## config.mk

```make
export PLATFORM = sky130hd
export DESIGN_NAME = bcd_serial_add_ctrl_flat
export DESIGN_NICKNAME = d
export VERILOG_FILES = /design/src/rtl/bcd_serial_add_ctrl_if.sv /design/src/rtl/bcd_serial_add_ctrl.sv /design/src/flat_wrapper.sv
export SDC_FILE = /design/constraint.sdc
export NUM_CORES = 1
export LEC_CHECK = 0
export BUFFER_PORTS_ARGS = -buffer_cell sky130_fd_sc_hd__buf_2
export CAP_MARGIN = 20
export CORE_MARGIN = 10
export CORE_UTILIZATION = 45
export CTS_CLUSTER_DIAMETER = 50
export DETAILED_ROUTE_END_ITERATION = 7
export PLACE_DENSITY = 0.65
export SLEW_MARGIN = 30
export SYNTH_ARGS = -nofsm -noshare
export SYNTH_HDL_FRONTEND = slang
export SYNTH_HIERARCHICAL = 1
export SYNTH_SLANG_ARGS = --single-unit
```

## constraint.sdc

```tcl
create_clock -name clk -period 3.8 [get_ports clk]
set_input_delay 0.57 -clock clk [delete_from_list [all_inputs] [get_ports clk]]
set_output_delay 0.57 -clock clk [all_outputs]
set_load 0.005 [all_outputs]
```

## src/rtl/bcd_serial_add_ctrl_if.sv

```systemverilog
// Request/result bundle for the digit-serial BCD adder controller.
// The master side issues start/operands; the slave (controller) returns status and result.
interface bcd_serial_add_ctrl_if #(
   parameter int DIGITS = 4
);
   logic                start;
   logic [4*DIGITS-1:0] a;
   logic [4*DIGITS-1:0] b;
   logic                cin;
   logic                busy;
   logic                done;
   logic [4*DIGITS-1:0] sum;
   logic                cout;
   logic                err;

   modport master (output start, a, b, cin, input busy, done, sum, cout, err);
   modport slave  (input start, a, b, cin, output busy, done, sum, cout, err);
endinterface

```

## src/rtl/bcd_serial_add_ctrl.sv

```systemverilog
// Digit-serial packed-BCD adder: one bcd_adder stepped LSD-first, one digit per clock.
// Optional macro BCD_DIGIT_CHECK_EN adds an invalid-digit (>9) flag reported on err.
module bcd_adder (
   input  logic [3:0] a,
   input  logic [3:0] b,
   input  logic       cin,
   output logic [3:0] sum,
   output logic       cout
);
   logic [4:0] raw;

   // NOTE: every always_comb output gets a value on every path, so no latch is inferred.
   always_comb begin
      raw  = {1'b0, a} + {1'b0, b} + {4'b0000, cin};
      cout = (raw > 5'd9);
      sum  = cout ? 4'(raw + 5'd6) : raw[3:0];
   end
endmodule

module bcd_serial_add_ctrl #(
   parameter int DIGITS = 4
) (
   input logic                 clk,
   input logic                 rst,
   bcd_serial_add_ctrl_if.slave bus
);
   localparam int W  = 4 * DIGITS;
   localparam int CW = (DIGITS > 1) ? $clog2(DIGITS) : 1;

   typedef enum logic [1:0] {IDLE, ADD, DONE} state_t;

   state_t        state;
   logic [W-1:0]  a_sr, b_sr, res_sr, sum_q, res_next;
   logic [CW-1:0] cnt;
   logic          carry, busy_q, done_q, cout_q;
   logic [3:0]    dig_sum;
   logic          dig_cout, last_digit;

   bcd_adder u_digit (
      .a    (a_sr[3:0]),
      .b    (b_sr[3:0]),
      .cin  (carry),
      .sum  (dig_sum),
      .cout (dig_cout)
   );

   // The new digit enters at the top so that after DIGITS steps digit 0 sits in [3:0].
   if (DIGITS == 1) begin : g_one
      assign res_next = dig_sum;
   end else begin : g_many
      assign res_next = {dig_sum, res_sr[W-1:4]};
   end

   assign last_digit = (cnt == CW'(DIGITS - 1));

   // NOTE: sequential state is updated with non-blocking assignments only.
   always_ff @(posedge clk) begin
      if (rst) begin
         state  <= IDLE;
         busy_q <= 1'b0;
         done_q <= 1'b0;
         sum_q  <= '0;
         cout_q <= 1'b0;
         a_sr   <= '0;
         b_sr   <= '0;
         res_sr <= '0;
         carry  <= 1'b0;
         cnt    <= '0;
      end else begin
         done_q <= 1'b0;
         unique case (state)
            IDLE, DONE: begin
               if (bus.start) begin
                  a_sr   <= bus.a;
                  b_sr   <= bus.b;
                  carry  <= bus.cin;
                  cnt    <= '0;
                  busy_q <= 1'b1;
                  state  <= ADD;
               end else begin
                  state  <= IDLE;
               end
            end
            ADD: begin
               a_sr   <= a_sr >> 4;
               b_sr   <= b_sr >> 4;
               res_sr <= res_next;
               carry  <= dig_cout;
               cnt    <= cnt + 1'b1;
               if (last_digit) begin
                  state  <= DONE;
                  busy_q <= 1'b0;
                  done_q <= 1'b1;
                  sum_q  <= res_next;
                  cout_q <= dig_cout;
               end
            end
            default: state <= IDLE;
         endcase
      end
   end

   assign bus.busy = busy_q;
   assign bus.done = done_q;
   assign bus.sum  = sum_q;
   assign bus.cout = cout_q;

`ifdef BCD_DIGIT_CHECK_EN
   logic accept, bad_digit, flag, err_q;

   assign accept = bus.start && (state == IDLE || state == DONE);

   always_comb begin
      bad_digit = 1'b0;
      for (int i = 0; i < DIGITS; i++) begin
         if (bus.a[4*i +: 4] > 4'd9 || bus.b[4*i +: 4] > 4'd9) bad_digit = 1'b1;
      end
   end

   // The flag is captured with the operands; err only moves on the ADD->DONE edge.
   always_ff @(posedge clk) begin
      if (rst) begin
         flag  <= 1'b0;
         err_q <= 1'b0;
      end else begin
         if (accept) flag <= bad_digit;
         if (state == ADD && last_digit) err_q <= flag;
      end
   end

   assign bus.err = err_q;
`else
   assign bus.err = 1'b0;
`endif
endmodule

```

## src/flat_wrapper.sv

```systemverilog
// flat-port wrapper written by rule: the top's interface ports become plain ports
module bcd_serial_add_ctrl_flat 
#(
   parameter int DIGITS = 4
)
  (clk, rst, bus_start, bus_a, bus_b, bus_cin, bus_busy, bus_done, bus_sum, bus_cout, bus_err);
  bcd_serial_add_ctrl_if #(.DIGITS(DIGITS)) bus_i ();
  input logic clk;
  input logic rst;
  input wire logic [$bits(bus_i.start)-1:0] bus_start;
  input wire logic [$bits(bus_i.a)-1:0] bus_a;
  input wire logic [$bits(bus_i.b)-1:0] bus_b;
  input wire logic [$bits(bus_i.cin)-1:0] bus_cin;
  output wire logic [$bits(bus_i.busy)-1:0] bus_busy;
  output wire logic [$bits(bus_i.done)-1:0] bus_done;
  output wire logic [$bits(bus_i.sum)-1:0] bus_sum;
  output wire logic [$bits(bus_i.cout)-1:0] bus_cout;
  output wire logic [$bits(bus_i.err)-1:0] bus_err;
  assign bus_i.start = bus_start;
  assign bus_i.a = bus_a;
  assign bus_i.b = bus_b;
  assign bus_i.cin = bus_cin;
  assign bus_busy = bus_i.busy;
  assign bus_done = bus_i.done;
  assign bus_sum = bus_i.sum;
  assign bus_cout = bus_i.cout;
  assign bus_err = bus_i.err;
  bcd_serial_add_ctrl #(.DIGITS(DIGITS)) u_core (.clk(clk), .rst(rst), .bus(bus_i));
endmodule
```

* Word-level counts from Yosys, hierarchy flattened
Index checks and enable logic that the tools add are counted.
** Word-level totals
- Register bits after elaboration :: 72
- Input bits :: 36
- Output and inout bits :: 20
- Word-level logic and storage cells :: 44
** Operators by class
- Add/sub/neg operators :: 4
- $lt $le $gt $ge :: 1
- Equal/unequal tests :: 5
- Muxes and demuxes :: 16
- Bitwise gates (word level) :: 1
- Reductions and logical operators :: 7
** Operators with widths (number)
- 16-bit case mux with 2 select lines :: 2
- 16-bit two-way mux :: 2
- 2-bit case mux with 2 select lines :: 2
- 4-bit by 4-bit adder with 5-bit output :: 1
- 5-bit by 1-bit adder with 5-bit output :: 1
- 5-bit by 4-bit greater-than comparator with 1-bit output, second input constant :: 1
- 1-bit two-way mux :: 5
- 4-bit by 3-bit adder with 4-bit output, second input constant :: 1
- 2-bit equality test, second input constant :: 2
- 2-bit two-way mux :: 2
- 4-bit two-way mux :: 1
- 1-bit case mux with 2 select lines :: 2
- 2-bit AND reduction :: 2
- 2-bit OR reduction :: 2
- 3-bit AND reduction :: 1
- 2-bit by 1-bit adder with 2-bit output, second input constant :: 1
- 2-bit by 1-bit equality test with 1-bit output, second input constant :: 1
- 2-bit logical NOT :: 1
- 2-bit by 1-bit inequality test with 1-bit output, second input constant :: 1
- 2-bit inequality test, second input constant :: 1
- 2-bit nonzero test :: 1
- 1-bit inverter :: 1

* Depth between registers and ports, before layout
- Depth after elaboration :: 4
- Mapped depth :: 9
- Gate-level depth less buffers :: 9

* Hierarchy
The synthesis kept the hierarchy.
** By module, submodules not included
- bcd_serial_add_ctrl :: times used 1, cells each 265, area each 2474.9 um^2
- bcd_adder :: times used 1, cells each 22, area each 211.5 um^2

* Least setup slack after synthesis
OpenSTA, ideal clock, no wires.
- Path type :: register to register
- From :: reg u_core.a_sr[0]
- To :: reg u_core.sum_q[15] (netlist: u_core/bus.sum[15])
- Library setup time :: 0.117 ns
- Arrival :: 2.431 ns
- Required time :: 3.683 ns
- Setup slack :: 1.252 ns
- Cell stages (with the launch flop) :: 9
- Buffers on the path :: 0
- Clock period less this slack :: 2.548 ns
- Path through :: dfxtp_1 fa_1 fa_1 xnor2_1 ha_1 a31o_1 a2111oi_0 nor2b_1 a22o_1
** Between the ends
- Longest elaborated chain between the ends :: 4
- Elaborated cells on any way between the ends :: 5
** RTL lines
- start, declared :: line bcd_serial_add_ctrl.sv:33 : logic [W-1:0] a_sr, b_sr, res_sr, sum_q, res_next;
- start signal, assigned :: line bcd_serial_add_ctrl.sv:74 : a_sr <= bus.a;
- start signal, assigned :: line bcd_serial_add_ctrl.sv:85 : a_sr <= a_sr >> 4;
- 4-bit by 4-bit adder with 5-bit output (*) :: line bcd_serial_add_ctrl.sv:14 : raw = {1'b0, a} + {1'b0, b} + {4'b0000, cin};
- 5-bit by 1-bit adder with 5-bit output (*) :: line bcd_serial_add_ctrl.sv:14
- 4-bit by 3-bit adder with 4-bit output or 5-bit by 4-bit greater-than comparator with 1-bit output (tied branches) :: line bcd_serial_add_ctrl.sv:16, bcd_serial_add_ctrl.sv:15
- 4-bit two-way mux (*) :: line bcd_serial_add_ctrl.sv:16 : sum = cout ? 4'(raw + 5'd6) : raw[3:0];
- via u_core.dig_sum[3] :: line bcd_serial_add_ctrl.sv:36 : logic [3:0] dig_sum;
- end signal, assigned :: line bcd_serial_add_ctrl.sv:94 : sum_q <= res_next;
- end, declared :: line bcd_serial_add_ctrl.sv:33
The timed path passes the listed nets; every way through them passes the cells marked *.
A chain may end at the register's enable or synchronous reset.

* Worst setup path after layout
- From :: reg u_core.a_sr[0]
- To :: reg u_core.res_sr[14]
** Between the ends
- Longest elaborated chain between the ends :: 4
- Elaborated cells on any way between the ends :: 5
** RTL lines
- 4-bit by 4-bit adder with 5-bit output :: line bcd_serial_add_ctrl.sv:14
- 5-bit by 1-bit adder with 5-bit output :: line bcd_serial_add_ctrl.sv:14
- 5-bit by 4-bit greater-than comparator with 1-bit output :: line bcd_serial_add_ctrl.sv:15 : cout = (raw > 5'd9);
- via u_core.dig_cout :: line bcd_serial_add_ctrl.sv:37 : logic dig_cout, last_digit;
- 4-bit two-way mux :: line bcd_serial_add_ctrl.sv:16
- via u_core.dig_sum[2] :: line bcd_serial_add_ctrl.sv:36
- end signal, assigned :: line bcd_serial_add_ctrl.sv:87 : res_sr <= res_next;
- end, declared :: line bcd_serial_add_ctrl.sv:33
The timed path passes the listed nets, and every way through them passes these cells.

==> results by group <==
Run status
  • Run status: complete, no violations

Yosys
  • Top cell type by total area after synthesis: sky130_fd_sc_hd__dfxtp_1
  • Synthesis-stage register bit count: 68
  • Most frequently used flop master after synthesis: sky130_fd_sc_hd__dfxtp_1
  • Fraction of post-synthesis cell area in the top cell type by area: 0.507
  • Number of instances in the synthesized netlist: 287
  • Most numerous cell types in the synthesized netlist: sky130_fd_sc_hd__dfxtp_1, sky130_fd_sc_hd__a21oi_1, sky130_fd_sc_hd__nand3_1, sky130_fd_sc_hd__nand2_1, sky130_fd_sc_hd__a22oi_1
  • Main area contributors after synthesis: sky130_fd_sc_hd__dfxtp_1, sky130_fd_sc_hd__a21oi_1, sky130_fd_sc_hd__a22oi_1
  • Syn avg cell area: 9.36 um2
  • EDFF count, synth: 0
  • Most common cell in the synthesized netlist: sky130_fd_sc_hd__dfxtp_1
  • Synth Warn #: 6
  • Post-synthesis async set-or-reset flop share: 0
  • Part of the Yosys area used for sequential elements: 0.507
  • Net Count, Synth: 330
  • Unique cell type count in the Yosys netlist: 31
  • Netlist area before placement: 2690 um2

Route
  • Total length of routed wires: 6.26 mm
  • First-pass iteration count of the detailed router: 4
  • Count of routing violations after the opening detailed-route iteration: 125
  • Vias per std cell: 5.39
  • Drc violations: 0
  • Total number of vias: 2217
  • Number of antenna-violating nets in the routed design: 0
  • Avg WL per Cell: 15.2 um

Final layout
  • Number of nets in the final layout: 374
  • Post-route insts no fill: 411
  • Synth-to-Final Area Change: 20.8%
  • Number of diodes: 0
  • Layout cells sized above 1: 0.241

Die
  • Initial Utilization: 0.459
  • Area inside the core boundary: 5850 um2
  • Floorplan die area: 9460 um2
  • Top-level I/O count: 56
  • Die Wd: 97.3 um
  • Total number of placement rows: 28
  • Chip height: 97.3 um

Critical path
  • CP Launch Type: flop
  • Kind of capture point of the worst setup path: flop
  • Data arrival time at the worst-slack endpoint: 3.05 ns
  • Worst r2r src: u_core/a_sr[0]
  • Cell family with the largest share of critical-path delay: adder cells
  • Largest stage delay on the critical path: 0.47 ns
  • Cells along the critical path: fa_1 -> fa_1 -> xnor2_1 -> ha_1 -> a31o_1 -> o31ai_4 -> mux2i_1 -> nand2_1 -> a21oi_1
  • Top fanout value on the critical path: 4
  • Critical path data required time: 4.06 ns
  • Worst-case reg-to-reg path depth: 9
  • Capture instance of the worst register-to-register path: u_core/res_sr[14]
  • Highest-delay cell along the critical path: sky130_fd_sc_hd__fa_1
  • Worst setup path category: reg -> reg
  • Most repeated library cell on the critical path: sky130_fd_sc_hd__fa_1
  • Crit path buf inv count: 0
  • R2r setup slk: 1.01 ns

GRT
  • Residual overflow from global routing: 0
  • Pin count of the biggest net entering global routing: 52
  • Tot GR Track Use: 0.129
  • First-pass GRT wire length: 10.4 mm
  • Initial antenna violation count: 0
  • Via count of the first global-routing pass: 2175

Job
  • Count of max-cap constraint violations: 0

Placed design
  • Number of cells after detailed placement: 394
  • Worst Setup Slack post-DPL: 1.03 ns
  • Buffers added on ports: 54
  • Placer Congestion: 0.785
  • Estimated wirelength of the detail-placed design: 4.11 mm

CTS
  • Root buffer cell: sky130_fd_sc_hd__clkbuf_8
  • Later-pin clock latency in the skew report: 0.33 ns
  • Number of clock buffers inserted by TritonCTS: 9
  • Gates resized, CTS repair: 0
  • Hold buffer count at cts: 0
  • Total number of H-tree levels: 3
  • Setup Buffers After CTS: 0
  • Clock tree from TritonCTS: yes
  • Clock slew at the register clock pins of the worst setup and hold paths: 0.07 ns
  • Clock tree sinks: 68
  • Maximum buffer depth of the clock tree: 2

Worst hold path
  • Hold Crit Endpoint: u_core/res_sr[7]
  • Count of cells along the worst hold path: 2
  • Critical hold path startpoint: u_core/res_sr[7]
  • Hold/Removal Path Class: reg -> reg

Timing
  • Final Max Tran Viols: 0
  • Setup repair after global routing missed its margin: false
  • Final setup violation count: 0
  • Max-slew headroom: 0.466
  • Final setup slack of the worst path: 1.01 ns
  • Setup Skew: 0.00763 ns
  • Total Neg Setup Slack: 0 ns
  • Shortest period the worst path allows: 2.79 ns
  • Final hold vios: 0
  • Share of the cycle needed by the critical path after routing: 0.734
  • Measured slew at the worst slew-check pin: 0.801 ns
  • Maximum clock rate: 358 MHz

Power and ir drop
  • Power density over cell area: 520 nW/um2
  • Peak ir drop on the vdd network: 0.233 mV
  • Static Leakage: 0.00131 uW
[worst min-delay path: stages, from the launching register on]
cell	delay (ns)
sky130_fd_sc_hd__dfxtp_1	0.31
sky130_fd_sc_hd__nand2_1	0.05
sky130_fd_sc_hd__a21oi_1	0.05
[area by class of cell]
type	count	area (um2)
fill	544	2610
sequential	68	1360
multi-input combinational	190	1180
timing repair buffer	60	350
clock buffer	12	155
clock inverter	4	95.1
tap	75	93.8
inverter	2	7.51
[logic make-up after synthesis]
| logic type | count (synthesis) | synth area share |
|---|---|---|
| DFF | 68 | 0.507 |
| and+or+nand+nor | 79 | 0.141 |
| adders and majority gates | 7 | 0.0382 |
| buffers and inverters | 29 | 0.0550 |
| other | 1 | 0.00140 |
| AOI/OAI and AO/OA | 100 | 0.247 |
| xor gates and xnor gates | 2 | 0.00652 |
| muxes | 1 | 0.00373 |
[layer usage]
layer	wire length, um	GRT usage	part of all wire	vias to the layer above
met5	0	0	0	-
met4	63	0.0582	0.010	0
met3	526	0.0569	0.084	7
met2	2750	0.182	0.44	64
met1	2910	0.165	0.47	1024
li1	-	-	-	1122
[where the power goes]
part | total [uW] | internal, uW | switching (uW)
Combinational | 188 | 76.6 | 112
Clock | 735 | 471 | 264
Sequential | 764 | 744 | 19.7
[worst max path at each step]
| stage | start | cells after the start | to |
|---|---|---|---|
| after floorplan | u_core/a_sr[0] | 8 | u_core/bus.sum[15] |
| after global placement | u_core/a_sr[0] | 9 | u_core/res_sr[14] |
| after detailed placement | u_core/a_sr[0] | 9 | u_core/res_sr[14] |
| after CTS | u_core/a_sr[0] | 9 | u_core/res_sr[14] |
| after global routing | u_core/a_sr[0] | 8 | u_core/bus.sum[15] |
| final | u_core/a_sr[0] | 9 | u_core/res_sr[14] |
[placed cells by master (no fill, tap or decap)]
cell                        count
sky130_fd_sc_hd__buf_16         1
sky130_fd_sc_hd__buf_8          2
sky130_fd_sc_hd__nor3b_4        1
sky130_fd_sc_hd__nand2b_2       1
sky130_fd_sc_hd__o21a_1         2
sky130_fd_sc_hd__a22o_1        17
sky130_fd_sc_hd__and2b_1        1
sky130_fd_sc_hd__inv_1          2
sky130_fd_sc_hd__a21oi_1       50
sky130_fd_sc_hd__nor2b_1        1
sky130_fd_sc_hd__clkbuf_1       1
sky130_fd_sc_hd__o22ai_1        1
sky130_fd_sc_hd__buf_2         54
sky130_fd_sc_hd__buf_4          3
sky130_fd_sc_hd__ha_1           5
sky130_fd_sc_hd__and3_1         1
sky130_fd_sc_hd__fa_1           2
sky130_fd_sc_hd__a22oi_1       25
sky130_fd_sc_hd__xnor2_1        2
sky130_fd_sc_hd__a21o_2         1
sky130_fd_sc_hd__nor2b_2        1
sky130_fd_sc_hd__a31o_1         1
sky130_fd_sc_hd__nand3_1       36
sky130_fd_sc_hd__a2111oi_0      1
sky130_fd_sc_hd__mux2i_1        1
sky130_fd_sc_hd__conb_1         1
sky130_fd_sc_hd__nand2_1       33
sky130_fd_sc_hd__nor2_1         1
sky130_fd_sc_hd__nor3b_1        1
sky130_fd_sc_hd__bufinv_16      3
sky130_fd_sc_hd__a21oi_2        1
sky130_fd_sc_hd__nand2b_1       2
sky130_fd_sc_hd__dfxtp_1       68
sky130_fd_sc_hd__clkbuf_8      11
sky130_fd_sc_hd__clkinv_2       1
sky130_fd_sc_hd__o31ai_4        1
[through the flow]
step / power, uW / area, um2 / hold slack [ns] / utilization
2_1_floorplan: 912 / 2690 / 0.437 / -
3_3_place_gp: 954 / 2940 / 0.444 / 0.502
3_5_place_dp: 965 / 2970 / 0.451 / 0.507
4_1_cts: 1700 / 3220 / 0.450 / 0.550
5_1_grt: 1770 / 3250 / 0.467 / 0.555
6_report: 1690 / 3250 / 0.459 / 0.555
[sequential cells by signal, indices dropped and copies added (netlist names)]
register / cells
u_core/b_sr: 16
u_core/carry: 1
u_core/bus.done: 1
u_core/cnt: 2
u_core/bus.busy: 1
u_core/bus.cout: 1
u_core/bus.sum: 16
u_core/a_sr: 16
u_core/res_sr: 12
u_core/state: 2
Note: power is estimated with default switching activity, not from simulation.
